[src/rtl/time_display_if.sv]
// Bundle of the time_display data-side signals: seconds input, scanned
// 7-segment outputs and status flags.
interface time_display_if;
    logic [15:0] Time;
    logic [3:0]  an;
    logic [7:0]  seg;
    logic        ovf;
    logic        busy;

    modport master (output Time, input an, seg, ovf, busy);
    modport slave  (input Time, output an, seg, ovf, busy);
endinterface

[src/rtl/time_display.sv]
// Binary seconds -> MM:SS BCD (sequential divide/clamp/double-dabble) feeding a
// 4-digit multiplexed 7-segment scanner. TIME_DISPLAY_LZB_EN blanks a zero minutes-tens digit.
module time_display #(
    parameter int unsigned SCAN_DIV = 100000
) (
    input  logic          clk,
    input  logic          rst,
    time_display_if.slave bus
);

    typedef enum logic [2:0] {S_IDLE, S_DIV, S_CLAMP, S_BCD, S_LOAD} state_t;

    localparam logic [19:0] SCAN_LAST = 20'(SCAN_DIV - 1);

    state_t      r_state, w_next;
    logic [15:0] r_last;
    logic [15:0] r_work;
    logic [5:0]  r_rem;
    logic [3:0]  r_cnt;
    logic [6:0]  r_min;
    logic [6:0]  r_sec;
    logic [7:0]  r_min_bcd;
    logic [7:0]  r_sec_bcd;
    logic        r_ovf_pend;
    logic [3:0]  r_dig [4];
    logic        r_ovf;

    logic [19:0] r_scan_cnt;
    logic [1:0]  r_idx;
    logic [3:0]  r_an;
    logic [7:0]  r_seg;

    logic        w_change;
    logic [6:0]  w_trial;
    logic        w_ge;
    logic [5:0]  w_diff;
    logic        w_big;
    logic [7:0]  w_min_adj;
    logic [7:0]  w_sec_adj;
    logic [3:0]  w_digit;
    logic [7:0]  w_seg_next;

    function automatic logic [3:0] add3(input logic [3:0] n);
        return (n >= 4'd5) ? n + 4'd3 : n;
    endfunction

    function automatic logic [6:0] seg7(input logic [3:0] d);
        case (d)
            4'd0:    return 7'h3F;
            4'd1:    return 7'h06;
            4'd2:    return 7'h5B;
            4'd3:    return 7'h4F;
            4'd4:    return 7'h66;
            4'd5:    return 7'h6D;
            4'd6:    return 7'h7D;
            4'd7:    return 7'h07;
            4'd8:    return 7'h7F;
            4'd9:    return 7'h6F;
            default: return 7'h00;
        endcase
    endfunction

    assign w_change = (bus.Time != r_last);

    // Restoring divide by 60: quotient bits shift into r_work as dividend bits leave it
    assign w_trial = {r_rem, r_work[15]};
    assign w_ge    = (w_trial >= 7'd60);
    assign w_diff  = w_trial[5:0] - 6'd60;
    assign w_big   = (r_work > 16'd99);

    assign w_min_adj = {add3(r_min_bcd[7:4]), add3(r_min_bcd[3:0])};
    assign w_sec_adj = {add3(r_sec_bcd[7:4]), add3(r_sec_bcd[3:0])};

    always_ff @(posedge clk or posedge rst) begin
        if (rst) r_state <= S_IDLE;
        else     r_state <= w_next;
    end

    always_comb begin
        w_next = r_state;
        case (r_state)
            S_IDLE:  if (w_change) w_next = S_DIV;
            S_DIV:   if (r_cnt == 4'd15) w_next = S_CLAMP;
            S_CLAMP: w_next = S_BCD;
            S_BCD:   if (r_cnt == 4'd6) w_next = S_LOAD;
            S_LOAD:  w_next = S_IDLE;
            default: w_next = S_IDLE;
        endcase
    end

    always_comb begin
        bus.busy = (r_state != S_IDLE);
    end

    always_ff @(posedge clk or posedge rst) begin
        if (rst) begin
            r_last     <= '0;
            r_work     <= '0;
            r_rem      <= '0;
            r_cnt      <= '0;
            r_min      <= '0;
            r_sec      <= '0;
            r_min_bcd  <= '0;
            r_sec_bcd  <= '0;
            r_ovf_pend <= 1'b0;
            r_ovf      <= 1'b0;
            for (int unsigned i = 0; i < 4; i++) r_dig[i] <= '0;
        end else begin
            case (r_state)
                S_IDLE: begin
                    if (w_change) begin
                        r_work <= bus.Time;
                        r_last <= bus.Time;
                        r_rem  <= '0;
                        r_cnt  <= '0;
                    end
                end
                S_DIV: begin
                    r_rem  <= w_ge ? w_diff : w_trial[5:0];
                    r_work <= {r_work[14:0], w_ge};
                    r_cnt  <= r_cnt + 4'd1;
                end
                S_CLAMP: begin
                    r_min      <= w_big ? 7'd99 : r_work[6:0];
                    r_sec      <= w_big ? 7'd59 : {1'b0, r_rem};
                    r_ovf_pend <= w_big;
                    r_min_bcd  <= '0;
                    r_sec_bcd  <= '0;
                    r_cnt      <= '0;
                end
                S_BCD: begin
                    r_min_bcd <= (w_min_adj << 1) | {7'd0, r_min[6]};
                    r_sec_bcd <= (w_sec_adj << 1) | {7'd0, r_sec[6]};
                    r_min     <= {r_min[5:0], 1'b0};
                    r_sec     <= {r_sec[5:0], 1'b0};
                    r_cnt     <= r_cnt + 4'd1;
                end
                S_LOAD: begin
                    r_dig[0] <= r_sec_bcd[3:0];
                    r_dig[1] <= r_sec_bcd[7:4];
                    r_dig[2] <= r_min_bcd[3:0];
                    r_dig[3] <= r_min_bcd[7:4];
                    r_ovf    <= r_ovf_pend;
                end
                default: ;
            endcase
        end
    end

    assign w_digit = r_dig[r_idx];

    always_comb begin
        w_seg_next = {(r_idx == 2'd2), seg7(w_digit)};
`ifdef TIME_DISPLAY_LZB_EN
        if (r_idx == 2'd3 && w_digit == 4'd0) w_seg_next = 8'h00;
`endif
    end

    always_ff @(posedge clk or posedge rst) begin
        if (rst) begin
            r_scan_cnt <= '0;
            r_idx      <= '0;
            r_an       <= 4'b0001;
            r_seg      <= 8'h3F;
        end else begin
            if (r_scan_cnt == SCAN_LAST) begin
                r_scan_cnt <= '0;
                r_idx      <= r_idx + 2'd1;
            end else begin
                r_scan_cnt <= r_scan_cnt + 20'd1;
            end
            r_an  <= 4'b0001 << r_idx;
            r_seg <= w_seg_next;
        end
    end

    assign bus.an  = r_an;
    assign bus.seg = r_seg;
    assign bus.ovf = r_ovf;

endmodule

[src/flat_wrapper.sv]
// flat-port wrapper written by rule: the top's interface ports become plain ports
module time_display_flat 
#(
    parameter int unsigned SCAN_DIV = 100000
)
  (clk, rst, bus_Time, bus_an, bus_seg, bus_ovf, bus_busy);
  time_display_if bus_i ();
  input  logic clk;
  input  logic rst;
  input wire logic [$bits(bus_i.Time)-1:0] bus_Time;
  output wire logic [$bits(bus_i.an)-1:0] bus_an;
  output wire logic [$bits(bus_i.seg)-1:0] bus_seg;
  output wire logic [$bits(bus_i.ovf)-1:0] bus_ovf;
  output wire logic [$bits(bus_i.busy)-1:0] bus_busy;
  assign bus_i.Time = bus_Time;
  assign bus_an = bus_i.an;
  assign bus_seg = bus_i.seg;
  assign bus_ovf = bus_i.ovf;
  assign bus_busy = bus_i.busy;
  time_display #(.SCAN_DIV(SCAN_DIV)) u_core (.clk(clk), .rst(rst), .bus(bus_i));
endmodule
[config.mk]
export PLATFORM = sky130hd
export DESIGN_NAME = time_display_flat
export DESIGN_NICKNAME = d
export VERILOG_FILES = /design/src/rtl/time_display_if.sv /design/src/rtl/time_display.sv /design/src/flat_wrapper.sv
export SDC_FILE = /design/constraint.sdc
export NUM_CORES = 1
export LEC_CHECK = 0
export BUFFER_PORTS_ARGS = -buffer_cell sky130_fd_sc_hd__clkbuf_2
export CORE_UTILIZATION = 52
export CTS_CLUSTER_SIZE = 10
export DETAILED_ROUTE_END_ITERATION = 12
export PLACE_DENSITY_LB_ADDON = 0.08
export SKIP_CTS_REPAIR_TIMING = 1
export SLEW_MARGIN = 20
export SYNTH_ARGS = -nofsm -noshare
export SYNTH_HDL_FRONTEND = slang
export SYNTH_SLANG_ARGS = --single-unit
[constraint.sdc]
create_clock -name clk -period 6.4 [get_ports clk]
set_clock_uncertainty 0.15 [all_clocks]
set_input_delay 0.96 -clock clk [delete_from_list [all_inputs] [get_ports clk]]
set_output_delay 0.96 -clock clk [all_outputs]
set_load 0.05 [all_outputs]
After elaboration in Yosys (flattened, before gate mapping)
Memory sizes are Yosys's and may differ from the RTL's. A register that Yosys moved wholly into a read port is not among the register bits. Cells that the tools add are included.

Add/subtract/negate cells: 8. Order comparisons: 7. Equal/unequal tests: 12. Shift operators: 1. Muxes and demuxes: 25. Bitwise operators: 3. Reduce and logical (&&, ||, !) cells: 10.

Operator list (count): $pmux W16 S2 (1); $pmux W8 S2 (2); $pmux W7 S2 (2); $add A20 B1 Y20 const B (1); $eq A20 B17 Y1 const B (1); $mux W20 (1); $mux W4 (5); $mux W6 (3); $ge A4 B3 Y1 const B (4); $gt A16 B7 Y1 const B (1); $mux W16 (1); $ne A16 B16 Y1 (1); $or A8 B1 Y8 (2); $mux W3 (5); $pmux W3 S4 (1); $pmux W4 S3 (1); $pmux W6 S2 (1); $add A4 B2 Y4 const B (2); $bmux W4 S2 (1); $ge A7 B6 Y1 const B (1); $mux W7 (1); $add A3 B2 Y3 const B (2); $eq A3 B2 Y1 const B (2); $ne A2 B1 Y1 const B (3); 17 further kinds (21).

Register bits: 127. Memory bits (read-only): 112. Input port bits: 18. Output and inout bits: 14. Logic and storage cells: 86. Memories kept: 1.

Memory list: (no name shown) (words 16, width 7, rd ports 1, clocked after Yosys merged registers in 1, wr ports 0, RTL line time_display.sv:48) `case (d)`.

Longest topological paths before layout
Gate-level depths: netlist of run 1.

Depth after elaboration: 4. Depth in mapped cells: 7. Depth with buffers taken out: 7.

Least setup slack after synthesis of run 1
Ideal clock, no wire load.

Path kind: input-to-reg. Start point: in bus_Time[0]. End point: reg u_core.r_work[14]. Library setup time: 0.126 ns. Data arrival time: 2.254 ns. Required time: 6.124 ns. Setup slack: 3.869 ns. Stages: 6. Buffers on the path: 1. Cells stage by stage: xor2_1 nor4_2 and4_4 nor2_4 buf_6 a221o_1.

Longest elaborated chain between the ends: 3.

RTL lines: start, declared (RTL line flat_wrapper.sv:10) `input wire logic [$bits(bus_i.Time)-1:0] bus_Time;`; $ne A16 B16 Y1 (RTL line time_display.sv:63) `assign w_change = (bus.Time != r_last);`; $ne A2 B1 Y1 (no source line); $reduce_and A2 Y1 (no source line); end signal, assigned (RTL line time_display.sv:112) `r_work <= bus.Time;`; end signal, assigned (RTL line time_display.sv:120) `r_work <= {r_work[14:0], w_ge};`; end, declared (RTL line time_display.sv:17) `logic [15:0] r_work;`.

No other way between the ends. A chain may end at the register's enable or synchronous reset.

Worst setup path after layout of run 1
Start point: reg u_core.r_state[0]. End point: out bus_busy.

Longest elaborated chain between the ends: 1.

RTL lines: start, declared (RTL line time_display.sv:15) `state_t r_state, w_next;`; start signal, assigned (RTL line time_display.sv:76) `else r_state <= w_next;`; $reduce_bool A3 Y1 (RTL line time_display.sv:92) `bus.busy = (r_state != S_IDLE);`; end, declared (RTL line flat_wrapper.sv:14) `output wire logic [$bits(bus_i.busy)-1:0] bus_busy;`.

No other way between the ends.

==> reports/results.ini, run 1 <==
[setup_path]
timing.critical_path.cells = nor3_1 -> inv_1 -> clkbuf_2
crit_arrival_ps = 1960
r2r-start = u_core.r_state[0]
max_stage_delay_ps = 570
number_of_logic_stages_on_the_critical_path_including_buffering = 3
worstSetupStartpointType = flip-flop
crit_family = simple AND/OR/NAND/NOR gates
setup.worst_path.class = flip-flop to output port
cpMaxStageDelayCell = sky130_fd_sc_hd__nor3_1
crit_buf_inv = 2
critical_path_peak_fanout = 11
worst-r2r-cell-count = 4
endpoint_kind = output port
cp-startpoint = u_core.r_state[0]
worst_ep_required_time_ps = 5290

[sta]
timing.max_slew.rel_slack = 0.4119
max_slew.worst_pin.slew_ps = 880.0
period_minus_slack_ps = 3070
setup_violations = 0
report.final.slew_viol_count = 0
rsz0062_at_grt = no
timing.final.hold_violations = 0
worst_hold_slack_ps = 319.1
fin_crit_sh = 0.4797
fmax_ghz = 0.3257
total_negative_setup_slacks_ps = 0

[power_and_ir_drop]
static-leakage-power_nw = 3.005
p_seq_frac = 0.410
clock_power_share = 0.280
cellInternalPower_w = 0.001956
combPwrFrac = 0.310
vdd_ir_drop_max_uv = 265.8
swShare = 0.3465
power.net_switching_w = 0.001037
powerDensity_nw_per_um2 = 442.5

[clocking]
clock-root-buffer = sky130_fd_sc_hd__clkbuf_16
cts_htree_levels = 4
cts_max_path_buffers = 2
clk_pin_slew_worst_paths_ps = 50
cts.sink_count = 126
tritoncts_clock_tree = yes
worst_skew_pair.late_latency_ps = 410
numCtsBuffers = 17

[drt]
topRoutingLayerUsed = met4
finalWirelength_um = 11320
route.layer.met1.wl_um = 5246
drt_first_iter_violations = 298
drc = 0
met2WireLength_um = 5596
num_vias = 4072
route.detailed.wl_per_inst_um = 15.76
dr.pass1.iters = 6
drt.antenna.violating_nets = 0
drt-vias-per-instance = 5.671
route.met3.wl_um = 344

[min_path]
hold_depth = 2
hold_start = u_core.r_min[0]
hp-class = flip-flop to flip-flop

[synth]
async_set_or_reset_register_ratio_after_synthesis = 1.000
yosysWarningCount = 0
postSynthAreaPerCell_um2 = 11.29
synth_fp_nets = 571
ys_seq_area_frac = 0.5273
synth_area_leaders = sky130_fd_sc_hd__dfrtp_1 50%, sky130_fd_sc_hd__mux2_2 5.3%, sky130_fd_sc_hd__ha_1 4.6%
netlist.top_cell.by_area = sky130_fd_sc_hd__dfrtp_1
synth_top_area_frac = 0.4967
netlist-cell-type-count = 51
post_synth_inst_count = 531
yosys_register_bits = 126
netlist_area_um2 = 5996
synth-edff-count = 0
synth_top_flop_cell = sky130_fd_sc_hd__dfrtp_1

[global_route]
gr-total-overflow = 0
grt_pass1_vias = 3976
grt_max_degree = 66
grt_pass1_wl_um = 19330
antenna_found_initial = 0
grtUsageTotal = 0.2124

[placed_design]
finalWeightedCongestion = 0.7702
buffer_ports.inserted = 31
place.detailed.instances = 686
placedInstanceArea_um2 = 6247
hpwl_um = 7583

[die]
floorplan.initialDensity = 0.5436
placement_rows = 38
floorplan.io_pins = 32
placeableCoreArea_um2 = 11030
die_area_um2 = 11960
die_w_um = 109.4
die_height_um = 109.4

[outcome]
outcome = finished clean

[final_layout]
antenna-diode-count = 0
finalInstanceArea_um2 = 6765
final_cells = 718
synthToLayoutAreaGrowth_pct = 12.83
drive_gt1_frac = 0.1817
design.final.nets = 605

[job]
drv_cap = 0

## state kept, by name (all words and copies together), names as in the netlist
name / cells
u_core.r_scan_cnt: 20
u_core.r_dig: 16
u_core.r_last: 16
u_core.r_work: 16
u_core.bus.seg: 8
u_core.r_min_bcd: 8
u_core.r_sec_bcd: 8
u_core.r_min: 7
u_core.r_sec: 7
u_core.r_rem: 6
u_core.r_cnt: 4
u_core.bus.an: 3
u_core.r_state: 3
u_core.r_idx: 2
u_core.bus.ovf: 1
u_core.r_ovf_pend: 1
## cell families after synthesis
group,synth area share
buf+inv,0.03861
fa+ha+maj,0.04591
flops,0.5273
compound gates,0.1139
mux,0.07846
xor+xnor,0.06281
simple gates,0.1329
## power by group through the flow
stage / clock network [W] / registers, W / logic, W
floorplan: 0 / 0.00121 / 0.000739
global placement: 0 / 0.00123 / 0.000894
detailed placement: 0 / 0.00124 / 0.000929
CTS: 0.000858 / 0.00123 / 0.000934
global route: 0.000899 / 0.00126 / 0.00105
finish: 0.000839 / 0.00123 / 0.000927
## path summary, 6_finish.rpt
check	endpoint	slack [ps]
max	bus_busy	3330
min	u_core.r_min[0]	320
max reg2reg	u_core.r_last[6]	3720
min reg2reg	u_core.r_min[0]	320
max in group asynchronous	u_core.r_work[9]	4290
min in group asynchronous	u_core.r_last[9]	540
## tightest hold or removal path, cell delays in order, from the launching register on
cell,delay (ps)
sky130_fd_sc_hd__dfrtp_1,340
sky130_fd_sc_hd__nand2_1,50
sky130_fd_sc_hd__nand2_1,50
## stage by stage
step                utilization  power (W)  setup slack [ps]
floorplan                     -   0.001946              1946
global placement         0.5664   0.002127              3252
detailed placement       0.5664   0.002168              3193
finish                   0.6133   0.002993              3330
CTS                      0.6130   0.003019              3349
global route             0.6133   0.003209              3188
## area by class of cell
type	count	area (µm²)
fill	916	4265
sequential	126	3162
multi-input combinational	353	2606
clock buffer	30	504.2
timing repair buffer	35	185.2
tap	140	175.2
inverter	32	122.6
clock inverter	2	10.01
## layout by cell type (no fill, tap or decap), drive strengths merged, types with 15 or more instances in the layout
cell	Yosys	final
mux2	32	32
a221o	15	15
ha	22	22
xor2	22	22
a21oi	15	15
inv	32	32
clkbuf	10	61
xnor2	21	21
dfrtp	119	119
nor2	38	38
o21ai	26	26
nand2	35	35
and2	18	18
## cell usage after synthesis (7+ instances only)
master / count
sky130_fd_sc_hd__xor2_1: 22
sky130_fd_sc_hd__o22ai_1: 12
sky130_fd_sc_hd__o21ai_0: 26
sky130_fd_sc_hd__mux2_2: 28
sky130_fd_sc_hd__nand2_1: 35
sky130_fd_sc_hd__xnor2_1: 21
sky130_fd_sc_hd__nor2_1: 37
sky130_fd_sc_hd__nor3_1: 12
sky130_fd_sc_hd__and2_1: 18
sky130_fd_sc_hd__nand2b_1: 8
sky130_fd_sc_hd__dfrtp_1: 119
sky130_fd_sc_hd__o31ai_1: 9
sky130_fd_sc_hd__a21oi_1: 15
sky130_fd_sc_hd__dfstp_2: 7
sky130_fd_sc_hd__nand3_1: 11
sky130_fd_sc_hd__ha_1: 22
sky130_fd_sc_hd__a221o_1: 15
sky130_fd_sc_hd__inv_1: 32
sky130_fd_sc_hd__clkbuf_1: 10
## per-layer routing
layer,track usage,up-vias
li1,-,1953
met1,0.2799,2041
met2,0.3410,68
met3,0.05987,10
met4,0.06571,0
met5,0,-
Power figures use the tool's default switching activity.
==> run 2: changes to the inputs <==
==> constraint.sdc (replaced) <==
create_clock -name clk -period 2.75 [get_ports clk]
set_clock_uncertainty 0.15 [all_clocks]
set_input_delay 0.4125 -clock clk [delete_from_list [all_inputs] [get_ports clk]]
set_output_delay 0.4125 -clock clk [all_outputs]
set_load 0.05 [all_outputs]
==> reports/results.ini, run 2 (same netlist as run 1, synthesis figures left out) <==
[outcome]
outcome = complete, but fails checks
failed_checks = negative hold slack

[global_route]
antenna_found_initial = 0  ; unchanged
grt_max_degree = 36  ; -45%
grt_pass1_wl_um = 19640  ; +1.6%
grtUsageTotal = 0.2165  ; +0.004116
grt_pass1_vias = 4087  ; +2.8%
gr-total-overflow = 0  ; unchanged

[min_path]
hp-class = primary input to async pin

[sta]
fin_crit_sh = 0.8193
setup_violations = 0  ; unchanged
fmax_ghz = 0.4439
timing.final.hold_violations = 5  ; +5
timing.max_slew.rel_slack = 0.4559  ; +0.04402
period_minus_slack_ps = 2253
final_setup_slack_of_the_worst_path_ps = 497.0  ; -2833 ps
max_slew.worst_pin.slew_ps = 814.4  ; -65.66 ps
report.final.slew_viol_count = 0  ; unchanged
rsz0062_at_grt = no
worst_hold_slack_ps = -8.881  ; -328.0 ps
total_negative_setup_slacks_ps = 0  ; unchanged

[placed_design]
buffer_ports.inserted = 31  ; unchanged
hpwl_um = 8011  ; +5.7%
finalWeightedCongestion = 0.7880  ; +2.3%
dp_worst_setup_slack_ps = 333.2  ; -2860 ps

[setup_path]
crit_arrival_ps = 2380  ; +420 ps
worstSetupStartpointType = flip-flop
critical_path_peak_fanout = 31  ; +20
endpoint_kind = flip-flop
worst_ep_required_time_ps = 2880  ; -2410 ps
setup.worst_path.class = flip-flop to flip-flop

[die]
floorplan.io_pins = 32  ; unchanged
die_w_um = 109.4  ; unchanged
placeableCoreArea_um2 = 11030  ; unchanged
floorplan.initialDensity = 0.5436  ; unchanged
placement_rows = 38  ; unchanged
die_area_um2 = 11960  ; unchanged
die_height_um = 109.4  ; unchanged

[clocking]
cts_htree_levels = 4  ; unchanged
worst_skew_pair.late_latency_ps = 400  ; about the same
tritoncts_clock_tree = yes
cts_max_path_buffers = 2  ; unchanged
clk_pin_slew_worst_paths_ps = 50  ; about the same
numCtsBuffers = 17  ; unchanged
clock-root-buffer = sky130_fd_sc_hd__clkbuf_16
cts.sink_count = 126  ; unchanged

[power_and_ir_drop]
post-layout-total-power_w = 0.006995  ; +130%
powerDensity_nw_per_um2 = 1017  ; +130%
static-leakage-power_nw = 3.068  ; +2.1%
vdd_ir_drop_max_uv = 725.1  ; +170%

[drt]
finalWirelength_um = 11620  ; +2.7%
route.detailed.wl_per_inst_um = 15.94  ; +1.1%
num_vias = 4081  ; +0.22%
drc = 0  ; unchanged
dr.pass1.iters = 7  ; +1
drt_first_iter_violations = 209  ; -30%
drt.antenna.violating_nets = 0  ; unchanged
drt-vias-per-instance = 5.598  ; -1.3%

[final_layout]
antenna-diode-count = 0  ; unchanged
largest_register_ffs = 20  ; unchanged
layout_common_cells = 119 x sky130_fd_sc_hd__dfrtp_1, 37 x sky130_fd_sc_hd__nor2_1, 35 x sky130_fd_sc_hd__nand2_1, 31 x sky130_fd_sc_hd__inv_1, 31 x sky130_fd_sc_hd__clkbuf_2
mostFrequentLayoutCell = sky130_fd_sc_hd__dfrtp_1
max_flop_register = u_core.r_scan_cnt
multiInputGateArea_um2 = 2609  ; about the same
drive_gt1_frac = 0.2071  ; +0.02547
fillers = 886  ; -3.3%
synthToLayoutAreaGrowth_pct = 14.69
area.sequential_um2 = 3162  ; unchanged
design.final.nets = 618  ; +2.1%
layout.core_utilization = 0.6234  ; +0.01009

[job]
drv_cap = 0  ; unchanged

run 2: per-layer routing:
metal	GRT usage	wire length, µm	part of all wire	up-vias
li1	-	-	-	1968
met1	0.2708	5332	0.46	2026
met2	0.3679	5807	0.50	80
met3	0.05928	426	0.037	7
met4	0.06286	54	0.0046	0
met5	0	0	0	-
run 2: metrics by stage:
| step | instances | hold slack [ps] | cell area, µm² |
|---|---|---|---|
| after floorplan | 531 | 288.6 | 6000 |
| after global placement | 699 | 303.0 | 6377 |
| after detailed placement | 699 | 312.7 | 6377 |
| after CTS | 729 | 16.35 | 6877 |
| after global routing | 729 | 57.39 | 6877 |
| final | 729 | -8.881 | 6877 |
run 2: area by class of cell:
type,count,area share
clock inverters,8,0.006550
clock buffers,22,0.06605
inverters,32,0.01801
well taps,140,0.02547
repair buffers,48,0.04476
flip-flops and latches,126,0.4598
multi-input cells,353,0.3794
run 2: worst paths after layout:
kind,slack (ps),startpoint,cells past startpoint,endpoint
max,500,u_core.r_last[7],5,u_core.r_last[5]
min,-9,rst,2,u_core.r_sec_bcd[5]
max reg2reg,500,u_core.r_last[7],5,u_core.r_last[5]
min reg2reg,330,u_core.r_scan_cnt[0],1,u_core.r_scan_cnt[0]
max in group asynchronous,1710,rst,3,u_core.bus.seg[4]
min in group clk,140,bus_Time[13],2,u_core.r_work[13]
run 2: where the power goes:
part           switching [W]  internal [W]
Clock               0.000737       0.00115
Sequential          0.000432       0.00241
Combinational        0.00127      0.000988
Total                0.00244       0.00455
run 2: critical path: stages (launching register included):
cell and delay (ps):
sky130_fd_sc_hd__dfrtp_1 380, sky130_fd_sc_hd__xor2_1 260, sky130_fd_sc_hd__nor4_2 90, sky130_fd_sc_hd__and4_4 220, sky130_fd_sc_hd__nor2_4 620, sky130_fd_sc_hd__mux2_2 410
==> run 3: changes to the inputs <==
==> constraint.sdc (replaced) <==
create_clock -name clk -period 1.9 [get_ports clk]
set_clock_uncertainty 0.15 [all_clocks]
set_input_delay 0.285 -clock clk [delete_from_list [all_inputs] [get_ports clk]]
set_output_delay 0.285 -clock clk [all_outputs]
set_load 0.05 [all_outputs]
==> reports/results.ini, run 3 (same netlist as run 1, synthesis figures left out) <==
[global_route]
antenna_found_initial = 0  ; unchanged
grt_pass1_wl_um = 20090  ; +2.3%
grt_pass1_vias = 4157  ; +1.7%
gr-total-overflow = 0  ; unchanged
grt_max_degree = 34  ; -5.6%
grtUsageTotal = 0.2221  ; +0.005605

[power_and_ir_drop]
post-layout-total-power_w = 0.01109  ; +59%
static-leakage-power_nw = 3.362  ; +9.6%
combPwrFrac = 0.340  ; +0.017
swShare = 0.3399  ; -0.009370
vdd_ir_drop_max_uv = 905.8  ; +25%
powerDensity_nw_per_um2 = 1484  ; +46%
cellInternalPower_w = 0.007320  ; +61%
p_seq_frac = 0.371  ; -0.036
clock_power_share = 0.289  ; +0.019
power.net_switching_w = 0.003770  ; +54%

[sta]
final_setup_slack_of_the_worst_path_ps = -64.70  ; -561.7 ps
report.final.slew_viol_count = 0  ; unchanged
period_minus_slack_ps = 1965  ; -288.3 ps
setup_violations = 32  ; +32
fin_crit_sh = 1.034  ; +0.2148
rsz0062_at_grt = yes
max_slew.worst_pin.slew_ps = 370.8  ; -443.6 ps
timing.max_slew.rel_slack = 0.7523  ; +0.2964
timing.final.hold_violations = 0  ; -5
fmax_ghz = 0.5090  ; +15%

[drt]
dr.pass1.iters = 5  ; -2
num_vias = 4276  ; +4.8%
drt_first_iter_violations = 250  ; +20%
drc = 0  ; unchanged
finalWirelength_um = 12210  ; +5.1%
drt-vias-per-instance = 5.553  ; -0.80%
route.detailed.wl_per_inst_um = 15.86  ; -0.50%
drt.antenna.violating_nets = 0  ; unchanged

[die]
placement_rows = 38  ; unchanged
die_w_um = 109.4  ; unchanged
die_height_um = 109.4  ; unchanged
placeableCoreArea_um2 = 11030  ; unchanged
floorplan.initialDensity = 0.5436  ; unchanged
die_area_um2 = 11960  ; unchanged
floorplan.io_pins = 32  ; unchanged

[min_path]
hp-class = primary input to flip-flop
hold_start = bus_Time[0]

[setup_path]
cp-startpoint = u_core.r_last[13]
worst-r2r-cell-count = 5  ; unchanged
worst_setup_path_endpoint = u_core.r_last[7]
setup.worst_path.class = flip-flop to flip-flop
worstSetupStartpointType = flip-flop
timing.rr.end = u_core.r_last[7]
critical_path_peak_fanout = 8  ; -74%
worst_ep_required_time_ps = 2040  ; -840 ps
r2r-start = u_core.r_last[13]
rrSetupSlack_ps = -60  ; -560 ps
crit_arrival_ps = 2110  ; -270 ps
endpoint_kind = flip-flop

[placed_design]
dp_worst_setup_slack_ps = -337.7  ; -670.9 ps
placedInstanceArea_um2 = 6668  ; +4.6%
buffer_ports.inserted = 31  ; unchanged
place.detailed.instances = 730  ; +4.4%
finalWeightedCongestion = 0.7502  ; -4.8%
hpwl_um = 8381  ; +4.6%

[clocking]
clk_pin_slew_worst_paths_ps = 50  ; about the same
numCtsBuffers = 17  ; unchanged
worst_skew_pair.late_latency_ps = 410  ; about the same
tritoncts_clock_tree = yes
cts.sink_count = 126  ; unchanged
cts_max_path_buffers = 2  ; unchanged
cts_htree_levels = 4  ; unchanged
clock-root-buffer = sky130_fd_sc_hd__clkbuf_16

[outcome]
outcome = complete, but fails checks
failed_checks = negative setup slack

[final_layout]
max_flop_register = u_core.r_scan_cnt
final_cells = 770  ; +5.6%
finalInstanceArea_um2 = 7471  ; +8.6%
largest_register_ffs = 20  ; unchanged
antenna-diode-count = 0  ; unchanged
synthToLayoutAreaGrowth_pct = 24.60
multiInputGateArea_um2 = 2761  ; +5.9%
mostFrequentLayoutCell = sky130_fd_sc_hd__dfrtp_1
area.sequential_um2 = 3163  ; about the same
fillers = 846  ; -4.5%
layout_common_cells = 118 x sky130_fd_sc_hd__dfrtp_1, 42 x sky130_fd_sc_hd__buf_4, 36 x sky130_fd_sc_hd__nor2_1, 35 x sky130_fd_sc_hd__nand2_1, 30 x sky130_fd_sc_hd__clkbuf_2
design.final.nets = 657  ; +6.3%
drive_gt1_frac = 0.2968  ; +0.08969

[job]
drv_cap = 0  ; unchanged

run 3: changes by cell type in the layout (fill, tap and decap cells not counted), moves of 4 or more:
| cell | delta |
|---|---|
| sky130_fd_sc_hd__nor2_4 | +4 |
| sky130_fd_sc_hd__o21ai_0 | -5 |
| sky130_fd_sc_hd__buf_6 | +4 |
| sky130_fd_sc_hd__mux2_4 | +4 |
| sky130_fd_sc_hd__buf_12 | +4 |
| sky130_fd_sc_hd__buf_4 | +27 |
run 3: worst min path at each step:
stage / to / cells past startpoint
final: u_core.r_last[0] / 3
after global routing: u_core.r_last[11] / 3
after CTS: u_core.r_state[0] / 2
after detailed placement: u_core.r_state[1] / 2
after global placement: u_core.r_state[1] / 2
after floorplan: u_core.r_last[11] / 1
run 3: critical path, stage by stage, from the launching register on:
cell and delay [ps]:
sky130_fd_sc_hd__dfrtp_1 390, sky130_fd_sc_hd__xor2_1 160, sky130_fd_sc_hd__nor4_2 350, sky130_fd_sc_hd__and4_4 380, sky130_fd_sc_hd__nor2_4 110, sky130_fd_sc_hd__mux2_4 310
run 3: layout make-up:
class,count,area share
well taps,140,0.02345
inverters,32,0.01692
repair buffers,84,0.08776
flip-flops and latches,126,0.4234
clock inverters,13,0.01959
clock buffers,19,0.05929
multi-input cells,356,0.3696
run 3: metal layers:
metal  track usage  share of wire  vias up
met3       0.05691          0.031       12
met4       0.06190         0.0092        0
met5             0              0        -
met1        0.2891           0.46     2135
li1              -              -     2058
met2        0.3684           0.50       71
run 3: stage by stage:
stage	utilization	hold slack (ps)	TNS (ps)
after CTS	0.6579	-307.2	-9744
after global placement	0.6045	125.3	-8068
after floorplan	-	269.7	-9824
final	0.6773	40.73	-1244
after global routing	0.6773	83.24	-3483
after detailed placement	0.6045	132.6	-9167
run 3: power by group through the flow:
stage,Combinational (W),Clock (W),Sequential (W)
global placement,0.00340,0,0.00411
finish,0.00377,0.00321,0.00411
global route,0.00420,0.00337,0.00422
CTS,0.00351,0.00327,0.00409
detailed placement,0.00350,0,0.00413
floorplan,0.00250,0,0.00407
